`src/rtl/xocc_pkg.sv`:
```
// Shared definitions for the XOCC DSA endpoint: opcodes, command field layout,
// response tags and the controller state encoding.
package xocc_pkg;

    localparam logic [3:0] XOCC_OP_NOP   = 4'h0;
    localparam logic [3:0] XOCC_OP_WRITE = 4'h1;
    localparam logic [3:0] XOCC_OP_READ  = 4'h2;
    localparam logic [3:0] XOCC_OP_ADD   = 4'h3;
    localparam logic [3:0] XOCC_OP_DELAY = 4'h4;

    localparam int CMD_OP_LSB  = 28;
    localparam int CMD_IDX_LSB = 24;
    localparam int CMD_IMM_LSB = 0;
    localparam int CMD_OP_W    = 4;
    localparam int CMD_IDX_W   = 4;
    localparam int CMD_IMM_W   = 24;

    localparam logic [31:0] XOCC_RSP_ACK     = 32'h0000_0001;
    localparam logic [7:0]  XOCC_RSP_DLY_TAG = 8'hD0;
    localparam logic [15:0] XOCC_RSP_ERR_TAG = 16'hDEAD;

    typedef enum logic [2:0] {
        ST_IDLE,
        ST_FETCH,
        ST_EXEC,
        ST_DELAY,
        ST_RESP
    } state_t;

    function automatic logic [31:0] sext_imm(input logic [CMD_IMM_W-1:0] imm);
        return {{(32 - CMD_IMM_W){imm[CMD_IMM_W-1]}}, imm};
    endfunction

endpackage

```
`src/rtl/xocc_regfile.sv`:
```
// Local register file of the endpoint: one write port, one combinational read port.
module xocc_regfile #(
    parameter int NREG   = 16,
    parameter int DATA_W = 32,
    parameter int ADDR_W = 4
) (
    input  logic              clk,
    input  logic              rst,
    input  logic              we,
    input  logic [ADDR_W-1:0] waddr,
    input  logic [DATA_W-1:0] wdata,
    input  logic [ADDR_W-1:0] raddr,
    output logic [DATA_W-1:0] rdata
);

    logic [DATA_W-1:0] regs [NREG];

    always_ff @(posedge clk) begin
        if (rst) begin
            for (int i = 0; i < NREG; i++) begin
                regs[i] <= '0;
            end
        end else if (we && (int'(waddr) < NREG)) begin
            regs[waddr] <= wdata;
        end
    end

    assign rdata = (int'(raddr) < NREG) ? regs[raddr] : '0;

endmodule

```
`src/rtl/xocc_dsa_endpoint.sv`:
```
// DSA-side XOCC endpoint: pops commands from the cmd FIFO, executes them on the
// local register file and pushes one response per non-NOP command.
//
//   state | meaning
//   IDLE  | waiting for a command; pops one when the cmd FIFO is not empty
//   FETCH | popped word arrives from the FIFO and is captured
//   EXEC  | decode, regfile update, response formed, cmd_cnt++
//   DELAY | down-counting the DELAY immediate
//   RESP  | pushing the response, held while the rsp FIFO is full
module xocc_dsa_endpoint
    import xocc_pkg::*;
#(
    parameter int CMD_W = 32,
    parameter int RSP_W = 32,
    parameter int NREG  = 16,
    parameter int DLY_W = 24
) (
    input  logic             xocc_clk,
    input  logic             xocc_rst,
    input  logic [CMD_W-1:0] xocc_cmd_buffer,
    input  logic             xocc_cmd_empty,
    output logic             xocc_cmd_rd_en,
    output logic [RSP_W-1:0] xocc_rsp_buffer,
    input  logic             xocc_rsp_full,
    output logic             xocc_rsp_wr_en,
    output logic [15:0]      cmd_cnt,
    output logic [7:0]       err_cnt
);

    state_t             state_q, state_d;
    logic [CMD_W-1:0]   cmd_q;
    logic [RSP_W-1:0]   rsp_q, rsp_d;
    logic [DLY_W-1:0]   dly_q;
    logic [15:0]        cmd_cnt_q;
    logic [7:0]         err_cnt_q;

    logic [CMD_OP_W-1:0]  op;
    logic [CMD_IDX_W-1:0] idx;
    logic [CMD_IMM_W-1:0] imm;
    logic [31:0]          imm_sx;
    logic [31:0]          rf_rdata;
    logic [31:0]          rf_wdata;
    logic [31:0]          add_sum;
    logic                 rf_we;
    logic                 cmd_err;

    assign op      = cmd_q[CMD_OP_LSB  +: CMD_OP_W];
    assign idx     = cmd_q[CMD_IDX_LSB +: CMD_IDX_W];
    assign imm     = cmd_q[CMD_IMM_LSB +: CMD_IMM_W];
    assign imm_sx  = sext_imm(imm);
    assign add_sum = rf_rdata + imm_sx;
    assign cmd_err = (op > XOCC_OP_DELAY) || (int'(idx) >= NREG);

    xocc_regfile #(
        .NREG   (NREG),
        .DATA_W (32),
        .ADDR_W (CMD_IDX_W)
    ) u_regfile (
        .clk   (xocc_clk),
        .rst   (xocc_rst),
        .we    (rf_we),
        .waddr (idx),
        .wdata (rf_wdata),
        .raddr (idx),
        .rdata (rf_rdata)
    );

    always_comb begin
        state_d  = state_q;
        rsp_d    = rsp_q;
        rf_we    = 1'b0;
        rf_wdata = imm_sx;
        case (state_q)
            ST_IDLE: begin
                if (!xocc_cmd_empty) state_d = ST_FETCH;
            end
            ST_FETCH: state_d = ST_EXEC;
            ST_EXEC: begin
                state_d = ST_RESP;
                if (cmd_err) begin
                    rsp_d = RSP_W'({XOCC_RSP_ERR_TAG, 4'h0, op, idx, 4'h0});
                end else begin
                    case (op)
                        XOCC_OP_NOP:   state_d = ST_IDLE;
                        XOCC_OP_WRITE: begin
                            rf_we = 1'b1;
                            rsp_d = RSP_W'(XOCC_RSP_ACK);
                        end
                        XOCC_OP_READ:  rsp_d = RSP_W'(rf_rdata);
                        XOCC_OP_ADD: begin
                            rf_we    = 1'b1;
                            rf_wdata = add_sum;
                            rsp_d    = RSP_W'(add_sum);
                        end
                        XOCC_OP_DELAY: begin
                            rsp_d = RSP_W'({XOCC_RSP_DLY_TAG, imm});
                            if (imm != '0) state_d = ST_DELAY;
                        end
                        default: state_d = ST_RESP;
                    endcase
                end
            end
            ST_DELAY: begin
                if (dly_q == DLY_W'(1)) state_d = ST_RESP;
            end
            ST_RESP: begin
                if (!xocc_rsp_full) state_d = ST_IDLE;
            end
            default: state_d = ST_IDLE;
        endcase
    end

    always_ff @(posedge xocc_clk) begin
        if (xocc_rst) begin
            state_q   <= ST_IDLE;
            cmd_q     <= '0;
            rsp_q     <= '0;
            dly_q     <= '0;
            cmd_cnt_q <= '0;
            err_cnt_q <= '0;
        end else begin
            state_q <= state_d;
            rsp_q   <= rsp_d;
            if (state_q == ST_FETCH) cmd_q <= xocc_cmd_buffer;
            if (state_q == ST_EXEC) begin
                dly_q     <= DLY_W'(imm);
                cmd_cnt_q <= cmd_cnt_q + 16'd1;
                if (cmd_err && (err_cnt_q != 8'hFF)) err_cnt_q <= err_cnt_q + 8'd1;
            end else if (state_q == ST_DELAY) begin
                dly_q <= dly_q - DLY_W'(1);
            end
        end
    end

    // Handshakes are gated by reset so nothing pops or pushes while it is held.
    assign xocc_cmd_rd_en  = !xocc_rst && (state_q == ST_IDLE) && !xocc_cmd_empty;
    assign xocc_rsp_wr_en  = !xocc_rst && (state_q == ST_RESP) && !xocc_rsp_full;
    assign xocc_rsp_buffer = rsp_q;
    assign cmd_cnt         = cmd_cnt_q;
    assign err_cnt         = err_cnt_q;

endmodule

```
`config.mk`:
```
export PLATFORM = sky130hd
export DESIGN_NAME = xocc_dsa_endpoint
export DESIGN_NICKNAME = d
export VERILOG_FILES = /design/src/rtl/xocc_pkg.sv /design/src/rtl/xocc_regfile.sv /design/src/rtl/xocc_dsa_endpoint.sv
export SDC_FILE = /design/constraint.sdc
export NUM_CORES = 1
export LEC_CHECK = 0
export BUFFER_PORTS_ARGS = -buffer_cell sky130_fd_sc_hd__buf_2
export CORE_ASPECT_RATIO = 0.9
export CORE_MARGIN = 3
export CORE_UTILIZATION = 45
export DETAILED_ROUTE_END_ITERATION = 10
export GPL_ROUTABILITY_DRIVEN = 0
export GPL_TIMING_DRIVEN = 1
export HOLD_SLACK_MARGIN = 0.03
export PLACE_DENSITY = 0.71
export SYNTH_ARGS = -nofsm -noshare
export SYNTH_HDL_FRONTEND = slang
export SYNTH_SLANG_ARGS = --single-unit
```
`constraint.sdc`:
```
create_clock -name xocc_clk -period 5.8 [get_ports xocc_clk]
set_input_delay 0.58 -clock xocc_clk [delete_from_list [all_inputs] [get_ports xocc_clk]]
set_output_delay 0.58 -clock xocc_clk [all_outputs]
set_load 0.01 [all_outputs]
```
==> results.ini <==
[outcome]
status = finished, final reports clean

[cells_and_area]
final_nets = 2519
drive_above_1_share = 0.196
finish.utilization = 0.514
antenna_cells = 0
syn_to_final_growth_pct = 12.3
n_fill_cell = 5331

[die]
die-area_um2 = 68900
die_h_um = 249
die_x_um = 276
rows = 88
core_um2 = 64600
start_util = 0.458
ios = 94

[synthesis]
synth_cell_types = 82
synth_nets = 2466
syn_area_per_cell_um2 = 12.4
ys_warn_count = 0
synth-seq-area-share = 0.600
synth.top_cell.area_share = 0.519
async_reset_ff_frac = 0
synth_most_common_cell = nor2_1
synthTopCellsByArea = edfxtp_1 (52%), mux4_2 (12%), dfxtp_1 (8.0%)
netlist_area_um2 = 29600
synth_top_cell_by_area = edfxtp_1
ys.flop_type = edfxtp_1
synthTopCellsByCount = nor2_1 (629), edfxtp_1 (512), nand2_1 (164)
syn_inst = 2394
synth_edf_count = 512
yosys_register_bits = 631

[clock_network]
cts_buffers = 68
cts_tree = built
clkTransAtPathRegs_ns = 0.06
cts_sinks = 631
hold_buffers = 0
cts_root_buf = clkbuf_16
cts_buffer_depth = 3
htreeDepth = 3
insertion_delay_ns = 0.62
cts_resized = 0
post_cts_buffers = 0

[pwr]
p_per_area_nw_per_um2 = 317
power_mw = 10.5
peakVddDrop_mv = 0.222
p_int_mw = 7.93
clkPwrFrac = 0.407
swShare = 0.247
power_switching_mw = 2.59
p_seq_frac = 0.488
pwr-share-comb = 0.105
p_leak_nw = 11.2

[min_path]
hp-class = in2reg
worstHoldEndpoint = cmd_q[23]$_SDFFE_PP0P_
hold_depth = 3
hp-start = xocc_cmd_buffer[23]

[sta]
maxSlewHeadroom = 0.174
grt_setup_unrepaired = no
slew_violations = 0
fin_setup_tns_ns = 0
fmax_mhz = 193
finalWorstSetupSlack_ns = 0.608
tightest_slew_ns = 1.24
min_period_ns = 5.19
post-route-period-util = 0.895
hold_viol_final = 0
setup_viol = 0
clock_skew_ns = 0.0298

[critical_path]
cp_max_fo = 31
reg2reg_to = u_regfile.regs[7][25]$_SDFFCE_PN0P_
critPathCaptureType = register
cp-start-kind = register
cp.required_ns = 6.12
cp_num_buf_inv = 1
rrSetupSlack_ns = 0.61
crit_type = reg2reg
worst_path_max_delay_cell = a21oi_2
max_stage_delay_ns = 0.68
crit_family = compound AO/OA/AOI/OAI gates
cp.arrival_ns = 5.51
cp.depth = 12
worstPathCellList = buf_4 > mux4_2 > mux4_2 > ha_1 > o21ai_0 > o211ai_1 > a31oi_1 > a21oi_1 > a21oi_1 > xnor2_1 > a21oi_2 > nor2_1
rr_worst_depth = 12

[global_routing]
grt_pass1_wl_mm = 131
antenna_found_initial = 1
overflow = 0
grt_max_degree = 87
grt_use_total = 0.252
grt_pass1_vias = 20800

[placement]
portBuffers = 93
post-place-ws_ns = 0.728
place_hpwl_mm = 52.5

[detailed_routing]
drtIter0Drc = 2920
drc = 0
vias_per_cell = 6.34
post_drt_wl_per_cell_um = 26.4
dr.pass1.iters = 8
drt-total-wl_mm = 88.6
ant_nets = 0
num_vias = 21200

[job]
cap_violations = 0

-- placed cells by master (no fill, tap or decap), types with 29 or more instances in the layout --
cell type	synthesis	routed
a21oi_1	122	122
buf_2	53	92
buf_4	3	79
clkbuf_16	0	71
dfxtp_1	119	114
edfxtp_1	512	512
ha_1	35	35
mux4_2	155	155
nand2_1	164	164
nor2_1	629	629
nor3_1	30	29
o21ai_0	42	42
-- cell type report --
class | instances | area, um2 | share of cell area
clock buffer | 90 | 1870 | 0.0562
inverter | 13 | 48.8 | 0.00147
clock inverter | 29 | 300 | 0.00903
timing repair buffer | 175 | 1130 | 0.0341
sequential | 631 | 17800 | 0.534
multi-input combinational | 1558 | 11100 | 0.332
tap | 855 | 1070 | 0.0322
-- kinds of logic (layout without fill, tap and decap cells) --
kind of cell,count (synthesis),count (layout),synth area share
AND/OR/NAND/NOR,961,961,0.136
flip-flops,631,631,0.600
AO/OA/AOI/OAI,327,327,0.0731
buffers and inverters,205,307,0.0297
multiplexers,189,189,0.132
XOR/XNOR,45,45,0.0133
adder cells (fa/ha/maj),36,36,0.0155
-- state kept, by name (all words and copies together), names as in the netlist, named ones only --
| register | count |
|---|---|
| xocc_rsp_buffer | 32 |
| err_cnt | 8 |
| u_regfile.regs | 512 |
| dly_q | 24 |
| cmd_q | 32 |
| cmd_cnt | 16 |
| state_q | 3 |
-- layer usage --
layer | vias up | wire (um) | track usage
met1 | 10500 | 32500 | 0.335
met3 | 270 | 11600 | 0.0678
met4 | 0 | 3880 | 0.108
li1 | 8908 | - | -
met5 | - | 0 | 0
met2 | 1549 | 40600 | 0.393
-- worst reg2reg max path: stages (launching register included) --
cell	delay [ns]
dfxtp_4	0.67
buf_4	0.43
mux4_2	0.36
mux4_2	0.54
ha_1	0.42
o21ai_0	0.15
o211ai_1	0.39
a31oi_1	0.29
a21oi_1	0.50
a21oi_1	0.16
xnor2_1	0.18
a21oi_2	0.68
nor2_1	0.13
-- how the worst max path moves through the flow --
stage	slack (ns)	endpoint	startpoint
final	0.61	u_regfile.regs[7][25]$_SDFFCE_PN0P_	register
after global routing	0.36	u_regfile.regs[13][25]$_SDFFCE_PN0P_	register
after floorplan	1.10	u_regfile.regs[10][30]$_SDFFCE_PN0P_	register
after detailed placement	0.73	u_regfile.regs[13][24]$_SDFFCE_PN0P_	register
after global placement	0.88	u_regfile.regs[14][25]$_SDFFCE_PN0P_	register
after CTS	0.72	u_regfile.regs[7][25]$_SDFFCE_PN0P_	register
-- per-stage QoR --
| stage | instances | hold slack (ns) | instance area [um2] |
|---|---|---|---|
| floorplan | 2394 | 0.456 | 29600 |
| global placement | 3232 | 0.470 | 31100 |
| detailed placement | 3232 | 0.472 | 31100 |
| CTS | 3351 | 0.197 | 33200 |
| global route | 3351 | 0.211 | 33200 |
| finish | 3351 | 0.219 | 33200 |
-- power groups by stage --
stage	logic, mW	clock network (mW)	registers, mW
2_1_floorplan	0.761	0	5.17
3_3_place_gp	1.06	0	5.21
3_5_place_dp	1.08	0	5.22
4_1_cts	1.08	4.32	5.13
5_1_grt	1.17	4.49	5.14
6_report	1.10	4.29	5.13
Power figures use the tool's default switching activity.
